## src/rtl/monitor_rq_ack_mc.sv

```systemverilog
// rtl/monitor_rq_ack_mc.sv - multi-channel req/ack protocol monitor
// Flags unstable, withdrawn, unrequested, simultaneous and timed-out handshakes.
module monitor_rq_ack_mc #(
  parameter int CH      = 2,
  parameter int REQ_DW  = 4,
  parameter int ACK_DW  = 4,
  parameter int TIMEOUT = 16,
  parameter int CNT_W   = 8
) (
  input  logic                   clk,
  input  logic                   rst,
  input  logic                   en,
  input  logic                   clr,
  input  logic [CH-1:0]          req,
  input  logic [CH-1:0]          ack,
  input  logic [CH*REQ_DW-1:0]   req_data,
  input  logic [CH*ACK_DW-1:0]   ack_data,
  output logic [CH-1:0]          err_pulse,
  output logic [CH*5-1:0]        err_sticky,
  output logic [CNT_W-1:0]       err_cnt,
  output logic [CNT_W-1:0]       xfer_cnt
);

  typedef enum logic [1:0] {IDLE, PEND, DONE} state_t;

  localparam logic [15:0] TO   = 16'(TIMEOUT);
  localparam int          EV_W = 6;
  localparam int          SW   = CNT_W + EV_W;

  state_t                st_q   [CH];
  state_t                st_n   [CH];
  logic [15:0]           wcnt_q [CH];
  logic [15:0]           wcnt_n [CH];
  logic [CH*REQ_DW-1:0]  data_d;
  logic [CH*5-1:0]       ev;
  logic [CH-1:0]         xf;
  logic [EV_W-1:0]       n_err;
  logic [EV_W-1:0]       n_xf;
  logic [SW-1:0]         err_sum;
  logic [SW-1:0]         xf_sum;
  logic                  unused_ack;

  assign unused_ack = ^ack_data;

  always_comb begin
    ev    = '0;
    xf    = '0;
    n_err = '0;
    n_xf  = '0;
    for (int c = 0; c < CH; c++) begin
      st_n[c]   = st_q[c];
      wcnt_n[c] = wcnt_q[c];
      case (st_q[c])
        IDLE: begin
          if (req[c] && ack[c]) begin
            ev[c*5+3] = 1'b1;
            st_n[c]   = DONE;
          end else if (req[c]) begin
            st_n[c]   = PEND;
            wcnt_n[c] = 16'd1;
          end else if (ack[c]) begin
            ev[c*5+2] = 1'b1;
          end
        end
        PEND: begin
          if (req[c]) begin
            if (req_data[c*REQ_DW +: REQ_DW] != data_d[c*REQ_DW +: REQ_DW])
              ev[c*5+0] = 1'b1;
            if (ack[c]) begin
              xf[c]     = 1'b1;
              st_n[c]   = DONE;
              wcnt_n[c] = '0;
            end else if (wcnt_q[c] < TO) begin
              wcnt_n[c] = wcnt_q[c] + 16'd1;
            end
          end else begin
            ev[c*5+1] = 1'b1;
            ev[c*5+2] = ack[c];
            st_n[c]   = IDLE;
            wcnt_n[c] = '0;
          end
        end
        DONE: begin
          if (!req[c]) begin
            ev[c*5+2] = ack[c];
            st_n[c]   = IDLE;
          end else if (!ack[c]) begin
            st_n[c]   = PEND;
            wcnt_n[c] = 16'd1;
          end else begin
            xf[c] = 1'b1;
          end
        end
        default: st_n[c] = IDLE;
      endcase
      // Fire only on the transition into TO, so a saturated wait never repeats it
      if (TO != 16'd0 && st_n[c] == PEND && wcnt_n[c] == TO &&
          (st_q[c] != PEND || wcnt_q[c] != TO))
        ev[c*5+4] = 1'b1;
      if (!en) begin
        st_n[c]       = IDLE;
        wcnt_n[c]     = '0;
        ev[c*5 +: 5]  = '0;
        xf[c]         = 1'b0;
      end
    end
    for (int i = 0; i < CH*5; i++) n_err = n_err + EV_W'(ev[i]);
    for (int c = 0; c < CH; c++)   n_xf  = n_xf + EV_W'(xf[c]);
    err_sum = SW'(err_cnt) + SW'(n_err);
    xf_sum  = SW'(xfer_cnt) + SW'(n_xf);
  end

  always_ff @(posedge clk) begin
    if (rst) begin
      for (int c = 0; c < CH; c++) begin
        st_q[c]   <= IDLE;
        wcnt_q[c] <= '0;
      end
      data_d     <= '0;
      err_pulse  <= '0;
      err_sticky <= '0;
      err_cnt    <= '0;
      xfer_cnt   <= '0;
    end else begin
      data_d <= req_data;
      for (int c = 0; c < CH; c++) begin
        st_q[c]      <= st_n[c];
        wcnt_q[c]    <= wcnt_n[c];
        err_pulse[c] <= |ev[c*5 +: 5];
      end
      if (clr) begin
        err_sticky <= '0;
        err_cnt    <= '0;
        xfer_cnt   <= '0;
      end else if (en) begin
        err_sticky <= err_sticky | ev;
        err_cnt    <= (|err_sum[SW-1:CNT_W]) ? '1 : err_sum[CNT_W-1:0];
        xfer_cnt   <= (|xf_sum[SW-1:CNT_W])  ? '1 : xf_sum[CNT_W-1:0];
      end
    end
  end

endmodule

```

## config.mk

```make
export PLATFORM = sky130hd
export DESIGN_NAME = monitor_rq_ack_mc
export DESIGN_NICKNAME = d
export VERILOG_FILES = /design/src/rtl/monitor_rq_ack_mc.sv
export SDC_FILE = /design/constraint.sdc
export NUM_CORES = 1
export LEC_CHECK = 0
export BUFFER_PORTS_ARGS = -buffer_cell sky130_fd_sc_hd__buf_2
export CAP_MARGIN = 15
export CELL_PAD_IN_SITES_DETAIL_PLACEMENT = 1
export CELL_PAD_IN_SITES_GLOBAL_PLACEMENT = 2
export CORE_MARGIN = 3
export CORE_UTILIZATION = 39
export CTS_BUF_LIST = sky130_fd_sc_hd__clkbuf_8
export CTS_CLUSTER_DIAMETER = 50
export DETAILED_ROUTE_END_ITERATION = 6
export HOLD_SLACK_MARGIN = 0.02
export PLACE_DENSITY_LB_ADDON = 0.15
export SLEW_MARGIN = 20
export SYNTH_ARGS = -nofsm -noshare
export SYNTH_HDL_FRONTEND = slang
export SYNTH_SLANG_ARGS = --single-unit
```

## constraint.sdc

```tcl
create_clock -name clk -period 10.95 [get_ports clk]
set_clock_uncertainty 0.2 [all_clocks]
set_input_delay 0.5475 -clock clk [delete_from_list [all_inputs] [get_ports clk]]
set_output_delay 0.5475 -clock clk [all_outputs]
set_load 0.01 [all_outputs]
```

==> impl_results.md <==
- Iteration-0 DRC Markers: 87
- Routed via count divided by cell count: around 5.4
- Combined flip-flop and latch cell area: 1441 um^2
- Startpoint class of the critical path: flop
- Final worst-path setup slack: 4894 ps
- Die Outline Area: 10580 um^2
- WL final: between 8 and 9 mm
- Critical path class: flop to flop
- Placed Cells incl. Taps: 545
- Worst Tran Pin Value: a little over 800 ps
- Via count of the first global-routing pass: approximately 3000
- Sinks on the clock net: between 70 and 80
- Final nets: 498
- Total setup buffers inserted after CTS: 0
- Number of I/O port buffers: 43
- Class of the tightest hold or removal check: primary input to flop
- Seq cells post-synth: roughly 70
- Reported leakage power: 0.001750 uW
- CTS tree: yes
- Fmax: 165.1 MHz
- Final hold slack: approximately 240 ps
- Post-CTS sizing: 0
- Number of CTS-inserted buffers: 9
- Worst-Skew Late Latency: ~350 ps
- R2R depth: 21
- Initial antenna violation count: 0
- Most used standard cell by instance count after synthesis: sky130_fd_sc_hd__dfxtp_1
- Final worst-path cycle share: 0.5531
- Cell with the largest stage delay on the worst path: sky130_fd_sc_hd__a21boi_0
- Depth of the CTS H-tree: 3
- Buffers from clock root to sink, at most: 2
- Total global routing track utilization: 0.1828
- Synthesized cell area: 3657 um^2
- Ratio of cells with drive above 1 in the final layout: 0.1615
- Remaining routing DRC violations: 0
- Site Rows: 34
- Critical Path AT: ~6100 ps
- Synth area leaders: sky130_fd_sc_hd__dfxtp_1 (39%), sky130_fd_sc_hd__ha_1 (6.2%), sky130_fd_sc_hd__fa_1 (4.4%)
- Final slew viol count: 0
- Layout Utilization: 0.4669
- Mean Syn Cell Area: approximately 9.0 um^2
- DP Worst Slack: about 5000 ps
- Average detailed-routed wire length per instance: 15.75 um
- Worst R2R Start: st_q[0][1]
- Max Cap Violations: 0
- Layout area overhead: 14.06%
- Synth warnings: 0
- Critical path buffers and inverters: 4
- Chip height: ~100 um
- Post-synthesis cell type with the largest combined area: sky130_fd_sc_hd__dfxtp_1
- CORE AREA: about 8900 um^2
- Capture point of the critical path: err_cnt[2]
- Critical path's top delay family: adder cells
- Gate count of the mapped netlist: 406
- Synth async-reset ratio: 0
- Relative slew margins: 0.4396
- Shortest period the worst path allows: 6056 ps
- Number of enable-type register cells in the synthesized netlist: 0
- Wire length of the first global-routing pass: around 15 mm
- First element of the critical path: st_q[0][1]
- Crit Reg-Reg Endpoint: err_cnt[2]
- Commonest cells in the synthesized netlist: sky130_fd_sc_hd__dfxtp_1 (72), sky130_fd_sc_hd__nor2_1 (42), sky130_fd_sc_hd__a21oi_1 (26)
- Final hold viol count: 0
- Dominant register cell in the synthesized netlist: sky130_fd_sc_hd__dfxtp_1
- Routability congestion estimate from global placement: about 0.79
- Number of nets still failing antenna checks after routing: 0
- Pin count of the biggest net entering global routing: 26
- Crit path required time: between 10000 and 15000 ps
- Master cell of the clock root buffer: sky130_fd_sc_hd__clkbuf_8
- Sequence of cells on the critical path: inv_1 > ha_1 > or2_2 > a21o_1 > or4_1 > a21oi_1 > nand2_1 > nor3_1 > fa_1 > inv_1 > fa_1 > inv_1 > fa_1 > fa_1 > inv_1 > fa_1 > nor2b_1 > o21ai_0 > nand2b_1 > a21boi_0 > a21oi_1
- Critical path peak fanout: 6
- Sum of overflow across all layers after global routing: 0
- CP peak stage delay: 520 ps
- Total of endpoints with negative setup slack in the final report: 0
- Pwr Density: 130.5 nW/um^2
- X dimension of the die: 102.8 um
- Crit. End Element: flop
- Post-CTS Hold Buffers: 0
- Share of the yosys chip area belonging to registers: 0.3941
- DR pass1 iterations: 4
- Top Ports: 52
- Register-to-register setup slack: 4890 ps
- Distinct cells, synth: 60
- Number of logic stages on the critical path including buffering: 21
- Count of placed standard cells in the final layout, fillers left out: 560
- Starting utilization of the core area: 0.4094
- Unrepaired setup endpoints after global routing: false
- Result of the run: completed
- Setup TNS: 0 ps
- Final HPWL DP: 6.419 mm
- Antenna cells: 0
- Area of the multi-input gates: 2083 um^2
- Most frequent cell on the critical path: sky130_fd_sc_hd__fa_1
- Number of vias in the routed layout: 3010
- Fillcell total: around 1100
- Synthesized net count: 456
- CTS clock-pin slew for the worst setup and hold paths: 80 ps
- Max IR drop VDD: approximately 0.000086 V
- Portion of synthesized cell area occupied by the leading cell type: 0.3941
[through the flow]
stage	cell area [um^2]	power, uW
3_5_place_dp	3961	320.5
5_1_grt	4172	573.3
2_1_floorplan	3657	305.3
3_3_place_gp	3961	318.6
6_report	4172	544.6
4_1_cts	4172	554.1
[flip-flops by register name (all words and copies together) (netlist names)]
| register | flops |
|---|---|
| wcnt_q | 32 |
| err_cnt | 8 |
| err_pulse | 2 |
| data_d | 8 |
| xfer_cnt | 8 |
| err_sticky | 10 |
| st_q | 4 |
[placed cells by master, fill, tap and decap left out, types with 3 or more instances in the layout]
master                     netlist  routed
sky130_fd_sc_hd__nor2b_1        16      16
sky130_fd_sc_hd__and4_1          6       6
sky130_fd_sc_hd__mux2i_1         3       3
sky130_fd_sc_hd__nand4_1         6       6
sky130_fd_sc_hd__nor4bb_1        3       3
sky130_fd_sc_hd__or2_2           4       4
sky130_fd_sc_hd__xor2_1          5       5
sky130_fd_sc_hd__dfxtp_1        72      72
sky130_fd_sc_hd__nor4b_1         3       3
sky130_fd_sc_hd__a211oi_1        5       5
sky130_fd_sc_hd__clkbuf_8        0       9
sky130_fd_sc_hd__nor3_1         13      13
sky130_fd_sc_hd__a21oi_1        26      26
sky130_fd_sc_hd__xnor2_1         9       9
sky130_fd_sc_hd__and3_1          4       4
sky130_fd_sc_hd__and2_1         24      24
sky130_fd_sc_hd__and3b_1         3       3
sky130_fd_sc_hd__nand3_1        12      12
sky130_fd_sc_hd__fa_1            8       8
sky130_fd_sc_hd__o211ai_1        4       4
sky130_fd_sc_hd__nor2_1         42      42
sky130_fd_sc_hd__o21ai_0        13      13
sky130_fd_sc_hd__a21o_1          5       5
sky130_fd_sc_hd__inv_1          23      24
sky130_fd_sc_hd__nor4_1          4       4
sky130_fd_sc_hd__buf_2           1      43
sky130_fd_sc_hd__ha_1           18      18
sky130_fd_sc_hd__nand2_1        18      18
sky130_fd_sc_hd__nand2b_1        6       6
[per-layer routing]
metal,GRT usage,routed length [um],vias up
met5,0,0,-
met4,0.06673,134,0
met3,0.03248,326,11
met2,0.2810,3928,44
met1,0.2573,4428,1443
li1,-,-,1512
[worst min path at each step]
stage	start	endpoint	slack (ps)	cells after the start
global placement	wcnt_q[0][9]	wcnt_q[0][9]	240	1
floorplan	wcnt_q[0][10]	wcnt_q[0][10]	230	1
global route	req_data[3]	data_d[3]	240	2
finish	req_data[4]	data_d[4]	240	2
CTS	req_data[1]	data_d[1]	220	2
detailed placement	err_sticky[4]	err_sticky[4]	250	2
[report_power, final]
| part | switching, uW | internal (uW) |
|---|---|---|
| clock | 104 | 127 |
| combinational | 27.9 | 17.5 |
| sequential | 2.93 | 266 |
| total | 135 | 410 |
[kinds of logic (layout without fill, tap and decap cells)]
| family | Yosys count | count (layout) | share of synthesized area |
|---|---|---|---|
| AO/OA/AOI/OAI | 76 | 76 | 0.1348 |
| AND/OR/NAND/NOR | 180 | 180 | 0.2877 |
| flip-flops | 72 | 72 | 0.3941 |
| adder cells (fa/ha/maj) | 26 | 26 | 0.1054 |
| XOR/XNOR | 14 | 14 | 0.03353 |
| multiplexers | 3 | 3 | 0.008211 |
| buffers and inverters | 35 | 81 | 0.03626 |
[worst reg2reg max path, cell delays in order, from the launching register on]
cell	delay (ps)
sky130_fd_sc_hd__dfxtp_1	430
sky130_fd_sc_hd__inv_1	90
sky130_fd_sc_hd__ha_1	240
sky130_fd_sc_hd__or2_2	340
sky130_fd_sc_hd__a21o_1	220
sky130_fd_sc_hd__or4_1	480
sky130_fd_sc_hd__a21oi_1	190
sky130_fd_sc_hd__nand2_1	140
sky130_fd_sc_hd__nor3_1	400
sky130_fd_sc_hd__fa_1	480
sky130_fd_sc_hd__inv_1	90
sky130_fd_sc_hd__fa_1	400
sky130_fd_sc_hd__inv_1	90
sky130_fd_sc_hd__fa_1	410
sky130_fd_sc_hd__fa_1	460
sky130_fd_sc_hd__inv_1	90
sky130_fd_sc_hd__fa_1	210
sky130_fd_sc_hd__nor2b_1	60
sky130_fd_sc_hd__o21ai_0	140
sky130_fd_sc_hd__nand2b_1	120
sky130_fd_sc_hd__a21boi_0	520
sky130_fd_sc_hd__a21oi_1	130
[cell type report]
class,instances,share of cell area
Timing Repair Buffer,43,0.05159
Sequential cell,72,0.3455
Tap cell,108,0.03239
Multi-Input combinational cell,299,0.4994
Clock inverter,6,0.02070
Clock buffer,9,0.02969
Inverter,23,0.02070
(Power assumes the default switching activity.)
